## config.mk

```make
export PLATFORM = sky130hd
export DESIGN_NAME = period_meter
export DESIGN_NICKNAME = d
export VERILOG_FILES = /design/src/rtl/period_meter.sv
export SDC_FILE = /design/constraint.sdc
export NUM_CORES = 1
export LEC_CHECK = 0
export ABC_AREA = 1
export ABC_CLOCK_PERIOD_IN_PS = 3000
export BUFFER_PORTS_ARGS = -buffer_cell sky130_fd_sc_hd__buf_2
export CAP_MARGIN = 10
export CORE_ASPECT_RATIO = 0.8
export CORE_UTILIZATION = 63
export DETAILED_ROUTE_END_ITERATION = 6
export PLACE_DENSITY_LB_ADDON = 0.15
export SETUP_SLACK_MARGIN = 0.4
export SYNTH_ARGS = -nofsm -noshare
export SYNTH_HDL_FRONTEND = slang
export SYNTH_SLANG_ARGS = --single-unit
```

## constraint.sdc

```tcl
create_clock -name clock_in -period 3 [get_ports clock_in]
set_input_delay 0.9 -clock clock_in [delete_from_list [all_inputs] [get_ports clock_in]]
set_output_delay 0.9 -clock clock_in [all_outputs]
set_load 0.01 [all_outputs]
```

## src/rtl/period_meter.sv

```systemverilog
// period_meter: single-shot measurement of one period of a slow asynchronous input, in clock_in cycles.
// Define PERIOD_METER_HIGH_TIME_EN to add the high_cnt output (length of the high phase).
module period_meter #(
  parameter int CNT_W       = 24,
  parameter int SYNC_STAGES = 2
) (
  input  logic             clock_in,
  input  logic             rst,
  input  logic             sig_in,
  input  logic             start,
  output logic             busy,
  output logic             valid,
  output logic [CNT_W-1:0] period,
  output logic             overflow
`ifdef PERIOD_METER_HIGH_TIME_EN
  ,
  output logic [CNT_W-1:0] high_cnt
`endif
);

  typedef enum logic [1:0] {IDLE, ARM, COUNT, DONE} state_t;

  state_t                 state;
  logic [SYNC_STAGES-1:0] sync_q;
  logic                   s_sync;
  logic                   s_prev;
  logic                   rise;
  logic [CNT_W-1:0]       cnt;

  assign s_sync = sync_q[SYNC_STAGES-1];
  assign rise   = s_sync & ~s_prev;

  always_ff @(posedge clock_in or negedge rst) begin
    if (!rst) begin
      sync_q <= '0;
      s_prev <= 1'b0;
    end else begin
      sync_q <= {sync_q[SYNC_STAGES-2:0], sig_in};
      s_prev <= s_sync;
    end
  end

  always_ff @(posedge clock_in or negedge rst) begin
    if (!rst) begin
      state    <= IDLE;
      busy     <= 1'b0;
      valid    <= 1'b0;
      period   <= '0;
      overflow <= 1'b0;
      cnt      <= '0;
    end else begin
      valid <= 1'b0;
      case (state)
        IDLE: begin
          if (start) begin
            state <= ARM;
            busy  <= 1'b1;
          end
        end
        ARM: begin
          if (rise) begin
            cnt   <= CNT_W'(1);
            state <= COUNT;
          end
        end
        COUNT: begin
          // A rise on the saturation cycle still yields a normal result.
          if (rise) begin
            period   <= cnt;
            overflow <= 1'b0;
            valid    <= 1'b1;
            state    <= DONE;
          end else if (&cnt) begin
            period   <= '1;
            overflow <= 1'b1;
            valid    <= 1'b1;
            state    <= DONE;
          end else begin
            cnt <= cnt + CNT_W'(1);
          end
        end
        DONE: begin
          state <= IDLE;
          busy  <= 1'b0;
        end
        default: begin
          state <= IDLE;
          busy  <= 1'b0;
        end
      endcase
    end
  end

`ifdef PERIOD_METER_HIGH_TIME_EN
  logic [CNT_W-1:0] hcnt;

  // After the first fall s_sync stays low until the next rise, which ends
  // COUNT, so gating on s_sync alone freezes hcnt at the falling edge.
  always_ff @(posedge clock_in or negedge rst) begin
    if (!rst) begin
      hcnt     <= '0;
      high_cnt <= '0;
    end else begin
      if (state == ARM && rise)
        hcnt <= CNT_W'(1);
      else if (state == COUNT && s_sync && !(&hcnt))
        hcnt <= hcnt + CNT_W'(1);
      if (state == COUNT && (rise || (&cnt)))
        high_cnt <= hcnt;
    end
  end
`endif

endmodule
```

==> run_results.csv <==
group,metric,value,unit
setup_path,critPathKind,"reg2reg",
yosys,avgSynthCellArea,7.88,sq um
yosys,post_synth_num_cell_types,27,
yosys,synth_seq_area_share,0.482,
layout,layout.cells.most_common,"sky130_fd_sc_hd__nand2_1",
setup_path,crit_arrival,2.44,ns
min_path,hold_path.class,"reg2reg",
timing,final-setup-viol-count,0,
global_routing,grt_pass1_wl,10100,um
setup_path,worst-path-max-fanout,35,
timing,max_slew.worst_pin.slew,0.603,ns
clocking,tritoncts,"built",
routing,mean_routed_wirelength_per_cell,12.6,um
setup_path,cp.required,3.21,ns
routing,routed_wirelength,5710,um
layout,num_antenna_cells,0,
setup_path,timing.critical_path.mode_cell,"sky130_fd_sc_hd__nor2_1",
timing,slew_violations,0,
yosys,synth_area_leader_cell,"sky130_fd_sc_hd__dfrtp_1",
timing,final_critical_path_setup_slack,0.765,ns
clocking,clock_edge_transition_at_the_registers_on_the_reported_setup_and_hold_paths,0.09,ns
setup_path,start_kind,"flop",
setup_path,critical-path-slowest-cell,"sky130_fd_sc_hd__inv_2",
setup_path,worst_path_dominant_cell_family,"simple AND/OR/NAND/NOR gates",
floorplan,placement_rows,21,
layout,fraction_of_layout_cells_with_a_size_suffix_above_1,0.148,
floorplan,starting_density_of_the_core,0.675,
yosys,syn-cell-area,2910,sq um
yosys,syn-num-nets,378,
status,run_status,"complete, no violations",
routing,number_of_routed_nets_with_antenna_violations,0,
flow_run,max_cap_violations,0,
power,total_power,2.43,mW
routing,vias_per_cell,5.24,
power,power.static_leakage,1.60,nW
timing,post-route-min-period,2.23,ns
clocking,clock_tree.htree_level_count,2,
timing,setup-tns-final,0,ns
timing,max_slew_margin,0.597,
clocking,clock_latency,0.31,ns
placed_design,place_ws,0.780,ns
placed_design,numPortBuffers,30,
setup_path,cp.buffers_inverters,3,
timing,worst_clock_skew,0.00617,ns
global_routing,grt-ovfl-total,0,
placed_design,dp.final_hpwl,3980,um
routing,drt_first_iter_violations,153,
routing,dr_vias,2384,
clocking,numClockSinks,56,
power,power_density,767,nW/um^2
timing,holdWs,0.363,ns
timing,hold_viol,0,
timing,rsz_0062_raised_after_global_routing,"no",
layout,layout-area-overhead-vs-synth,9.12,%
clocking,cts_hold_buf,0,
timing,tcrit_tclk_final,0.745,
clocking,maximum_clock_insertion_buffer_count,2,
floorplan,floorplan.die_area,4900,sq um
yosys,post_synth_main_area_contributors,"sky130_fd_sc_hd__dfrtp_1, sky130_fd_sc_hd__nand2_1, sky130_fd_sc_hd__nor2_1",
floorplan,die_y,62.8,um
layout,fin_nets,406,
placed_design,place_congestion,0.851,
layout,final_cell_mix,"sky130_fd_sc_hd__nand2_1, sky130_fd_sc_hd__nor2_1, sky130_fd_sc_hd__dfrtp_1",
setup_path,critical_path.max_stage_delay,0.50,ns
layout,instances_no_fill,455,
global_routing,global_route.usage.total,0.267,
global_routing,first_global_vias,2285,
clocking,cts.root.buffer_cell,"sky130_fd_sc_hd__clkbuf_8",
yosys,synth.yosys.warnings,0,
yosys,syn_inst_count,369,
yosys,yosys_register_bits,56,
power,irDropWorstVdd,526,uV
routing,detailedRoute.firstPassIterationCount,4,
routing,post-route-drc-count,0,
clocking,post-cts-setup-buffer-count,0,
floorplan,boundaryPins,31,
global_routing,grt_max_degree,36,
setup_path,path_cells,"inv_1 -> ha_1 -> inv_2 -> nor2_1 -> inv_2 -> nand2_2 -> nor2_1 -> nor2_1",
setup_path,worstSetupEndpointType,"flop",
placed_design,placed_instances,447,
timing,fmax,447,MHz
yosys,post-synth-top-area-fraction,0.482,
clocking,cts_buffers,5,
global_routing,antenna_found_initial,0,
clocking,cts.repair.resized,0,
floorplan,core-area,4310,sq um
floorplan,chipWidth,78.0,um
==> final cells by class <==
class / instances / area (sq um)
clock inverter: 2 / 10.0
fill: 366 / 1130
clock buffer: 6 / 82.6
inverter: 19 / 71.3
timing repair buffer: 31 / 170
sequential: 56 / 1400
tap: 57 / 71.3
multi-input combinational: 284 / 1370
==> registers in the layout, summed over array words and instances, names as in the netlist <==
name,flops
busy,1
overflow,1
period,24
sync_q,2
state,2
cnt,24
s_prev,1
valid,1
==> worst reg2reg max path: stages (launching register included) <==
cell and delay (ns):
sky130_fd_sc_hd__dfrtp_1 0.40, sky130_fd_sc_hd__inv_1 0.08, sky130_fd_sc_hd__ha_1 0.31, sky130_fd_sc_hd__inv_2 0.50, sky130_fd_sc_hd__nor2_1 0.16, sky130_fd_sc_hd__inv_2 0.10
sky130_fd_sc_hd__nand2_2 0.29, sky130_fd_sc_hd__nor2_1 0.23, sky130_fd_sc_hd__nor2_1 0.06
==> synthesized netlist by cell type <==
cell type                  instances
sky130_fd_sc_hd__buf_2             1
sky130_fd_sc_hd__nor2_8            1
sky130_fd_sc_hd__and2_1            1
sky130_fd_sc_hd__clkbuf_1          5
sky130_fd_sc_hd__a21oi_2           1
sky130_fd_sc_hd__a21oi_1           3
sky130_fd_sc_hd__o21ai_0           2
sky130_fd_sc_hd__xor2_1            7
sky130_fd_sc_hd__buf_6             4
sky130_fd_sc_hd__nand2_2           3
sky130_fd_sc_hd__nand3_2           1
sky130_fd_sc_hd__nand3_1          10
sky130_fd_sc_hd__dfrtp_1          56
sky130_fd_sc_hd__xnor2_1           7
sky130_fd_sc_hd__nor2_2            2
sky130_fd_sc_hd__nand3b_1          4
sky130_fd_sc_hd__nor3b_1           2
sky130_fd_sc_hd__ha_1              5
sky130_fd_sc_hd__inv_2             5
sky130_fd_sc_hd__nor2_4            2
sky130_fd_sc_hd__nand4_1           6
sky130_fd_sc_hd__nor3_1           27
sky130_fd_sc_hd__and3_1            1
sky130_fd_sc_hd__inv_1            14
sky130_fd_sc_hd__nor2_1           75
sky130_fd_sc_hd__nand2_1         119
sky130_fd_sc_hd__nand2_4           5
==> per-layer routing <==
layer  track usage  up-vias  part of all wire
li1              -     1212                 -
met1         0.347     1114              0.46
met2         0.446       50              0.48
met3        0.0511        8             0.051
met4         0.104        0             0.013
met5             0        -                 0
==> through the flow <==
stage / area, sq um / util
after CTS: 3170 / 0.737
after floorplan: 2910 / -
after detailed placement: 3080 / 0.715
after global routing: 3170 / 0.737
after global placement: 3080 / 0.715
final: 3170 / 0.737
==> worst paths after layout <==
check	cells after the start	from	end	slack, ns
setup / recovery	8	state[0]	period[3]	0.77
hold / removal	0	sync_q[0]	sync_q[1]	0.36
setup reg to reg	8	state[0]	period[3]	0.77
hold reg to reg	0	sync_q[0]	sync_q[1]	0.36
max in group asynchronous	2	rst	cnt[16]	1.87
min in group asynchronous	1	rst	period[3]	0.57
==> kinds of logic (layout without fill, tap and decap cells) <==
logic type      after synthesis  after routing  synth area share
simple gates                259            259             0.395
flops                        56             56             0.482
buf+inv                      29             58            0.0482
xor+xnor                     14             14            0.0422
compound gates                6              6            0.0116
fa+ha+maj                     5              5            0.0215
==> where the power goes <==
group | internal, mW | total [mW] | switching, mW
logic | 0.318 | 0.934 | 0.616
clock network | 0.185 | 0.423 | 0.238
registers | 0.960 | 1.08 | 0.116
total | 1.46 | 2.43 | 0.970
Power figures use the tool's default switching activity.
